[config.mk]
export PLATFORM = sky130hd
export DESIGN_NAME = fifo_rd_packer
export DESIGN_NICKNAME = d
export VERILOG_FILES = /design/src/rtl/fifo_rd_packer.sv
export SDC_FILE = /design/constraint.sdc
export NUM_CORES = 1
export LEC_CHECK = 0
export CAP_MARGIN = 20
export CELL_PAD_IN_SITES_DETAIL_PLACEMENT = 1
export CELL_PAD_IN_SITES_GLOBAL_PLACEMENT = 2
export CORE_MARGIN = 5
export CORE_UTILIZATION = 30
export DETAILED_ROUTE_END_ITERATION = 8
export HOLD_SLACK_MARGIN = 0.02
export MAX_ROUTING_LAYER = met4
export PLACE_DENSITY = 0.75
export SYNTH_ARGS = -nofsm -noshare
export SYNTH_HDL_FRONTEND = slang
export SYNTH_SLANG_ARGS = --single-unit
[constraint.sdc]
create_clock -name i_clk -period 1.7 [get_ports i_clk]
set_input_delay 0.34 -clock i_clk [delete_from_list [all_inputs] [get_ports i_clk]]
set_output_delay 0.34 -clock i_clk [all_outputs]
set_load 0.1 [all_outputs]
[src/rtl/fifo_rd_packer.sv]
// Pops FIFO words and packs PACK_RATIO of them into one valid/ready beat; an idle partial beat is flushed with a keep mask.
// Latency: a beat is presented the cycle after its last word is captured. Reads stop when the returning word would have no free lane.
module fifo_rd_packer #(
    parameter int DATA_WIDTH = 8,
    parameter int PACK_RATIO = 4,
    parameter int TIMEOUT    = 16
) (
    input  logic                             i_clk,
    input  logic                             i_rst,
    input  logic                             i_fifo_empty,
    output logic                             o_fifo_rden,
    input  logic [DATA_WIDTH-1:0]            i_fifo_rdata,
    output logic [DATA_WIDTH*PACK_RATIO-1:0] o_tdata,
    output logic [PACK_RATIO-1:0]            o_tkeep,
    output logic                             o_tvalid,
    input  logic                             i_tready
);

    localparam int LW = $clog2(PACK_RATIO) + 1;
    localparam int IW = $clog2(PACK_RATIO);
    localparam int TW = (TIMEOUT > 1) ? $clog2(TIMEOUT) : 1;

    localparam logic [LW-1:0] LANES_FULL = LW'(PACK_RATIO);
    localparam logic [LW-1:0] LANES_LAST = LW'(PACK_RATIO - 1);
    localparam logic [TW-1:0] TO_LAST    = (TIMEOUT > 0) ? TW'(TIMEOUT - 1) : '0;

    localparam logic [1:0] S_IDLE = 2'd0;
    localparam logic [1:0] S_FILL = 2'd1;
    localparam logic [1:0] S_FULL = 2'd2;

    logic [1:0]                           r_state;
    logic [1:0]                           w_state_nxt;
    logic [LW-1:0]                        r_lane_cnt;
    logic [LW-1:0]                        w_lane_nxt;
    logic                                 r_inflight;
    logic [TW-1:0]                        r_tcnt;
    logic [PACK_RATIO-1:0][DATA_WIDTH-1:0] r_acc;
    logic [PACK_RATIO-1:0][DATA_WIDTH-1:0] w_beat;
    logic [DATA_WIDTH*PACK_RATIO-1:0]     r_tdata;
    logic [PACK_RATIO-1:0]                r_tkeep;
    logic [PACK_RATIO-1:0]                w_keep;
    logic                                 r_tvalid;
    logic [LW-1:0]                        w_beat_cnt;
    logic [IW-1:0]                        w_lane_idx;
    logic                                 w_cap;
    logic                                 w_cap_lane;
    logic                                 w_complete;
    logic                                 w_flush;
    logic                                 w_out_free;
    logic                                 w_xfer;
    logic                                 w_room;

    assign w_cap      = r_inflight;
    // In FULL the accumulator is spoken for, so a capture belongs to the next beat.
    assign w_cap_lane = r_inflight && (r_state != S_FULL);
    assign w_lane_idx = r_lane_cnt[IW-1:0];

    // The last word may complete the beat and leave in the same cycle it is captured.
    assign w_complete = (r_state == S_FULL) || (w_cap && (r_lane_cnt == LANES_LAST));
    assign w_flush    = (TIMEOUT > 0) && (r_state == S_FILL) && !r_inflight
                        && (r_tcnt == TO_LAST);
    assign w_out_free = !r_tvalid || i_tready;
    assign w_xfer     = w_out_free && (w_complete || w_flush);

    // A read is safe if its word has a lane now, or the beat leaves this cycle and lane 0 opens.
    assign w_room      = ({1'b0, r_lane_cnt} + {{LW{1'b0}}, r_inflight})
                         < (LW + 1)'(PACK_RATIO);
    assign o_fifo_rden = !i_rst && !i_fifo_empty && (w_xfer || w_room);

    always_comb begin
        w_beat = r_acc;
        if (w_cap_lane) begin
            w_beat[w_lane_idx] = i_fifo_rdata;
        end
        w_beat_cnt = r_lane_cnt + LW'(w_cap_lane);
        for (int i = 0; i < PACK_RATIO; i++) begin
            w_keep[i] = (LW'(i) < w_beat_cnt);
        end
    end

    always_comb begin
        if (w_xfer) begin
            w_lane_nxt = (w_cap && !w_cap_lane) ? LW'(1) : '0;
        end else begin
            w_lane_nxt = r_lane_cnt + LW'(w_cap);
        end

        if (w_lane_nxt == '0) begin
            w_state_nxt = S_IDLE;
        end else if (w_lane_nxt == LANES_FULL) begin
            w_state_nxt = S_FULL;
        end else begin
            w_state_nxt = S_FILL;
        end
    end

    always_ff @(posedge i_clk) begin
        if (i_rst) begin
            r_state    <= S_IDLE;
            r_lane_cnt <= '0;
            r_inflight <= 1'b0;
            r_acc      <= '0;
        end else begin
            r_state    <= w_state_nxt;
            r_lane_cnt <= w_lane_nxt;
            r_inflight <= o_fifo_rden;
            if (w_xfer) begin
                r_acc <= '0;
                if (w_cap && !w_cap_lane) begin
                    r_acc[0] <= i_fifo_rdata;
                end
            end else if (w_cap) begin
                r_acc[w_lane_idx] <= i_fifo_rdata;
            end
        end
    end

    // Holds at its last value while a flush waits on a stalled output.
    always_ff @(posedge i_clk) begin
        if (i_rst) begin
            r_tcnt <= '0;
        end else if (w_cap || o_fifo_rden || w_xfer || r_inflight || (r_state != S_FILL)) begin
            r_tcnt <= '0;
        end else if (r_tcnt != TO_LAST) begin
            r_tcnt <= r_tcnt + TW'(1);
        end
    end

    always_ff @(posedge i_clk) begin
        if (i_rst) begin
            r_tvalid <= 1'b0;
            r_tdata  <= '0;
            r_tkeep  <= '0;
        end else if (w_xfer) begin
            r_tvalid <= 1'b1;
            r_tdata  <= w_beat;
            r_tkeep  <= w_keep;
        end else if (i_tready) begin
            r_tvalid <= 1'b0;
        end
    end

    assign o_tdata  = r_tdata;
    assign o_tkeep  = r_tkeep;
    assign o_tvalid = r_tvalid;

endmodule
# Yosys cells after proc, flatten, opt, wreduce, memory -nomap -nowiden
# Index checks and enable logic that the tools add are counted.
# Widths: inputs -> output; s select.
# totals
input_bits,12
elab_cells,70
regBits,79
# classes
n_lt_le_gt_ge,7
n_reduce_logical,28
n_mux,12
add_sub_neg,4
eq_ne,8
# op_table
op,count
$bwmux 32,1
$mux 32,1
$mux 8,4
$demux 8 s2,1
$logic_and 1x1->1,9
$logic_or 1x1->1,8
$add 3x1->3,2
$lt 1x3->1 const A,2
$lt 2x3->1 const A,2
$reduce_or 2->1,3
$logic_not 1->1,5
$add 3x1->4,1
$add 4x1->4 const B,1
$eq 4x4->1 const B,1
$lt 4x3->1 const B,1
$ne 4x4->1 const B,1
$reduce_bool 2->1,2
$eq 3x2->1 const B,1
$eq 3x3->1 const B,1
$logic_not 3->1,1
$lt 2x3->1 const B,1
$mux 1,3
$mux 3,1
$eq 2x1->1 const B,1
other kinds (5),5

# Depth between registers and ports, before layout
# depth
depth_word,12
ltp_mapped,8
depth_no_buf,7

# Worst setup path before layout
# No wires, ideal clock.
# synth_timing
path_kind,flip-flop to output port
from,register r_tvalid (netlist: o_tvalid)
to,output o_fifo_rden
path_stages_with_launch,5
arrival_ps,3603
path_slack_ps,-2243
t_required_ps,1360
cell_sequence,dfxtp_1 -> nand2b_1 -> clkbuf_1 -> nand2_1 -> a211oi_1
# synth_via
elab_chain_len,5
# synth_rtl
item,line_no,text
from (decl),42,logic r_tvalid;
from (signal assigned),131,r_tvalid <= 1'b0;
from (signal assigned),135,r_tvalid <= 1'b1;
from (signal assigned),139,r_tvalid <= 1'b0;
$logic_not 1->1,62,assign w_out_free = !r_tvalid || i_tready;
$logic_or 1x1->1,62,
$logic_and 1x1->1,63,assign w_xfer = w_out_free && (w_complete || w_flush);
$logic_or 1x1->1,68,assign o_fifo_rden = !i_rst && !i_fifo_empty && (w_xfer || w_room);
$logic_and 1x1->1,68,
to (decl),11,"output logic o_fifo_rden,"
# Every way passes these cells.

# Worst setup path after layout
# layout_timing
from,register r_inflight
to,output o_fifo_rden
# layout_via
elab_chain_len,7
word_cells_on_any_way,11
# layout_rtl
item,line_no,text
from (decl),35,logic r_inflight;
from (signal assigned),106,r_inflight <= o_fifo_rden;
branches (longest 5 deep; another with $add 3x1->4),--,
$logic_or 1x1->1 (*),68,
$logic_and 1x1->1 (*),68,
# Mark *: on every way between the ends.

==> results.yml <==
outcome:
  status: "finished with violations"
  violations: "setup timing"
clock_network:
  ctsHoldBuffers: 0
  cts.sinks: 79
  clkTransAtPathRegs_ns: 0.06
  clock_path_buffers: 2
  htree_num_levels: 3
  cts_tree: "built"
  cts_root_buf: "clkbuf_16"
  clock_latency_ns: 0.33
  cts_buffers: 9
floorplan:
  die_area_sq_um: 13600
  num_rows: 39
  coreArea_sq_um: 11300
  io_pins: 50
  die_w_um: 117
  start_util_pct: 30.2
  die_height_um: 117
synthesis:
  synth_top_area_share_pct: 46.2
  synth_fa_ha_area_share_pct: 1.83
  yosysTopAreaCell: "dfxtp_1"
  yosysUniqueCellTypes: 38
  synth_edf_count: 0
  yosys.area_share.simple_pct: 11.7
  synthXorXnorAreaFrac_pct: 0.768
  synth_top_family_by_area: "compound AO/OA/AOI/OAI gates"
  yosysSeqAreaShare_pct: 46.2
  synth-compound-area-share_pct: 19.9
  synthTopCellsByArea: "dfxtp_1 46%, mux2i_1 14%, o2bb2ai_1 9.0%, nand2_1 3.9%, nor2_1 3.1%"
  ys_warn_count: 0
  syn_area_per_cell_sq_um: 9.78
  syn-instance-count: 350
  syn-num-nets: 367
  yosys_register_bits: 79
  synth_flop_cell: "dfxtp_1"
  synthesis.area_sq_um: 3420
  ys_async_sr_fraction_pct: 0
  synthMuxAreaShare_pct: 14.3
global_route:
  antenna_found_initial: 0
  grt_max_degree: 36
  grt_pass1_wl_um: 16400
  grt_pass1_vias: 3173
  overflow: 0
  grt_use_total_pct: 16.1
timing:
  clock.fmax_mhz: 484
  rsz0062_at_grt: "true"
  finalMaxSlewViolations: 0
  slew_headroom_pct: 68.7
  fin_ws_ns: -0.365
  finalHoldViolCount: 0
  setup-violations-final: 74
  min_period_over_period_pct: 121
  skew_ns: 0.00799
  tightest_slew_ns: 0.466
  min_period_ns: 2.06
critical_path:
  worstPathMaxFanout: 3
  cp.required_ns: 1.36
  critPathCaptureType: "output pin"
  r2r_start: "r_tcnt[1]$_SDFFE_PP0P_"
  r2r_slack_ns: -0.24
  startpoint_type: "register"
  worstPathArrival_ns: 1.72
  rr_worst_depth: 8
  path_class: "reg2out"
  rr_endpoint: "o_tdata[22]$_SDFFE_PP0N_"
routing:
  routed-via-count: 2910
  postRouteAntennaNets: 0
  drt_iter0_drc: 155
  vias_per_cell: 5.06
  drc: 0
  wirelength_um: 10100
  drt_pass1_iterations: 4
  post_drt_wl_per_cell_um: 17.5
placed_design:
  dp_cells: 556
  place_area_sq_um: 4750
  port_buffers: 49
  dpl.hpwl_um: 7030
  gp_congestion: 0.836
power_and_ir_drop:
  ir_worst_vdd_mv: 0.441
  p_leak_nw: 2.12
  power.density_nw_per_um2: 857
  finalPower_mw: 4.51
hold_path:
  min_to: "r_acc[24]$_SDFFE_PP0P_"
  hold_start: "r_acc[24]$_SDFFE_PP0P_"
  holdPathStages: 2
  worst_hold_path_type: "reg2reg"
layout:
  final_nets: 445
  layout.cells.non_filler: 575
  multi_input_area_sq_um: 1770
  layout_common_cells: "73 x dfxtp_1, 49 x mux2i_1, 42 x buf_12, 42 x buf_4"
  seq_area_sq_um: 1590
  diodes: 0
  n_fill_cell: 1241
  final_common_cell: "dfxtp_1"
  syn2layout_area_growth_pct: 53.6
  drive_gt1_share_pct: 29.9
  final_area_sq_um: 5260
run:
  maxCapViolations: 0
-- layout make-up --
cell class                 count  area share, %
tap                          143           3.40
inverter                       8          0.571
timing repair buffer          99           25.8
multi-input combinational    231           33.7
clock inverter                 6           2.07
clock buffer                   9           4.29
sequential                    79           30.2
-- logic make-up (layout without fill, tap and decap cells) --
logic type,Yosys count,after routing
AND/OR/NAND/NOR,88,88
AO/OA/AOI/OAI,86,86
flip-flops,79,79
multiplexers,49,49
buffers and inverters,40,122
adder cells (fa/ha/maj),5,5
XOR/XNOR,3,3
-- flip-flops by register name, indices dropped and copies added, names as in the netlist --
name and flops:
o_tkeep 4, r_tcnt 4, r_acc 32, o_tvalid 1, r_lane_cnt 3, o_tdata 32
r_state 2, r_inflight 1
-- power by group --
group | total (mW) | leakage, nW | switching [mW] | internal (mW)
Clock | 2.18 | 0.166 | 0.756 | 1.43
Combinational | 0.420 | 1.31 | 0.220 | 0.200
Sequential | 1.90 | 0.641 | 0.0224 | 1.88
-- worst max-delay path by stage --
stage	startpoint	endpoint	slack, ns
2_1_floorplan	r_tcnt[1]$_SDFFE_PP0P_	o_fifo_rden	-0.73
3_3_place_gp	i_tready	r_acc[3]$_SDFFE_PP0P_	-0.25
3_5_place_dp	i_tready	r_acc[4]$_SDFFE_PP0P_	-0.38
4_1_cts	r_inflight$_SDFF_PP0_	o_fifo_rden	-0.37
5_1_grt	r_inflight$_SDFF_PP0_	o_fifo_rden	-0.45
6_report	r_inflight$_SDFF_PP0_	o_fifo_rden	-0.36
-- routing by layer --
metal,vias to the layer above,GRT usage (%),wire length (um)
met1,1412,19.5,4590
met2,56,26.2,4850
met4,0,5.35,263
met5,-,-,0
li1,1423,-,-
met3,19,3.86,372
-- Yosys cell counts (2+ instances only) --
cell type  instances
a211oi_1           4
a21oi_1           14
a221oi_1           8
a32o_1             9
and2_1             3
and3_1             3
buf_1             11
buf_2             10
buf_6              2
clkbuf_1           8
dfxtp_1           79
ha_1               5
inv_1              8
mux2i_1           49
nand2_1           36
nand2b_1           2
nand3_1            4
nand3b_1           2
nor2_1            28
nor2_2             2
nor2b_1            2
nor3_1             2
o21ai_0            9
o2bb2ai_1         35
xor2_1             2
-- what timing repair did --
item                       in CTS  in global routing
setup buffers                   4                  0
gates cloned                    2                  0
resized for setup              11                  7
pin swaps                       7                  2
setup endpoints to repair      59                 76
-- critical path, cell delays in order, from the launching register on --
cell	delay [ns]
dfxtp_2	0.37
buf_6	0.12
and4b_4	0.23
a211o_1	0.16
nand2_4	0.07
a211oi_4	0.24
buf_12	0.21
-- per-stage QoR --
step | utilization (%) | setup TNS, ns | hold slack, ns | setup WS (ns)
final | 46.4 | -8.82 | 0.455 | -0.365
after global routing | 46.4 | -15.08 | 0.465 | -0.448
after CTS | 46.1 | -8.16 | 0.455 | -0.370
after detailed placement | 41.9 | -13.13 | 0.447 | -0.376
after global placement | 41.9 | -9.96 | 0.442 | -0.255
after floorplan | - | -1.82 | 0.418 | -0.730
No activity file was read; power rests on OpenSTA's default activity.
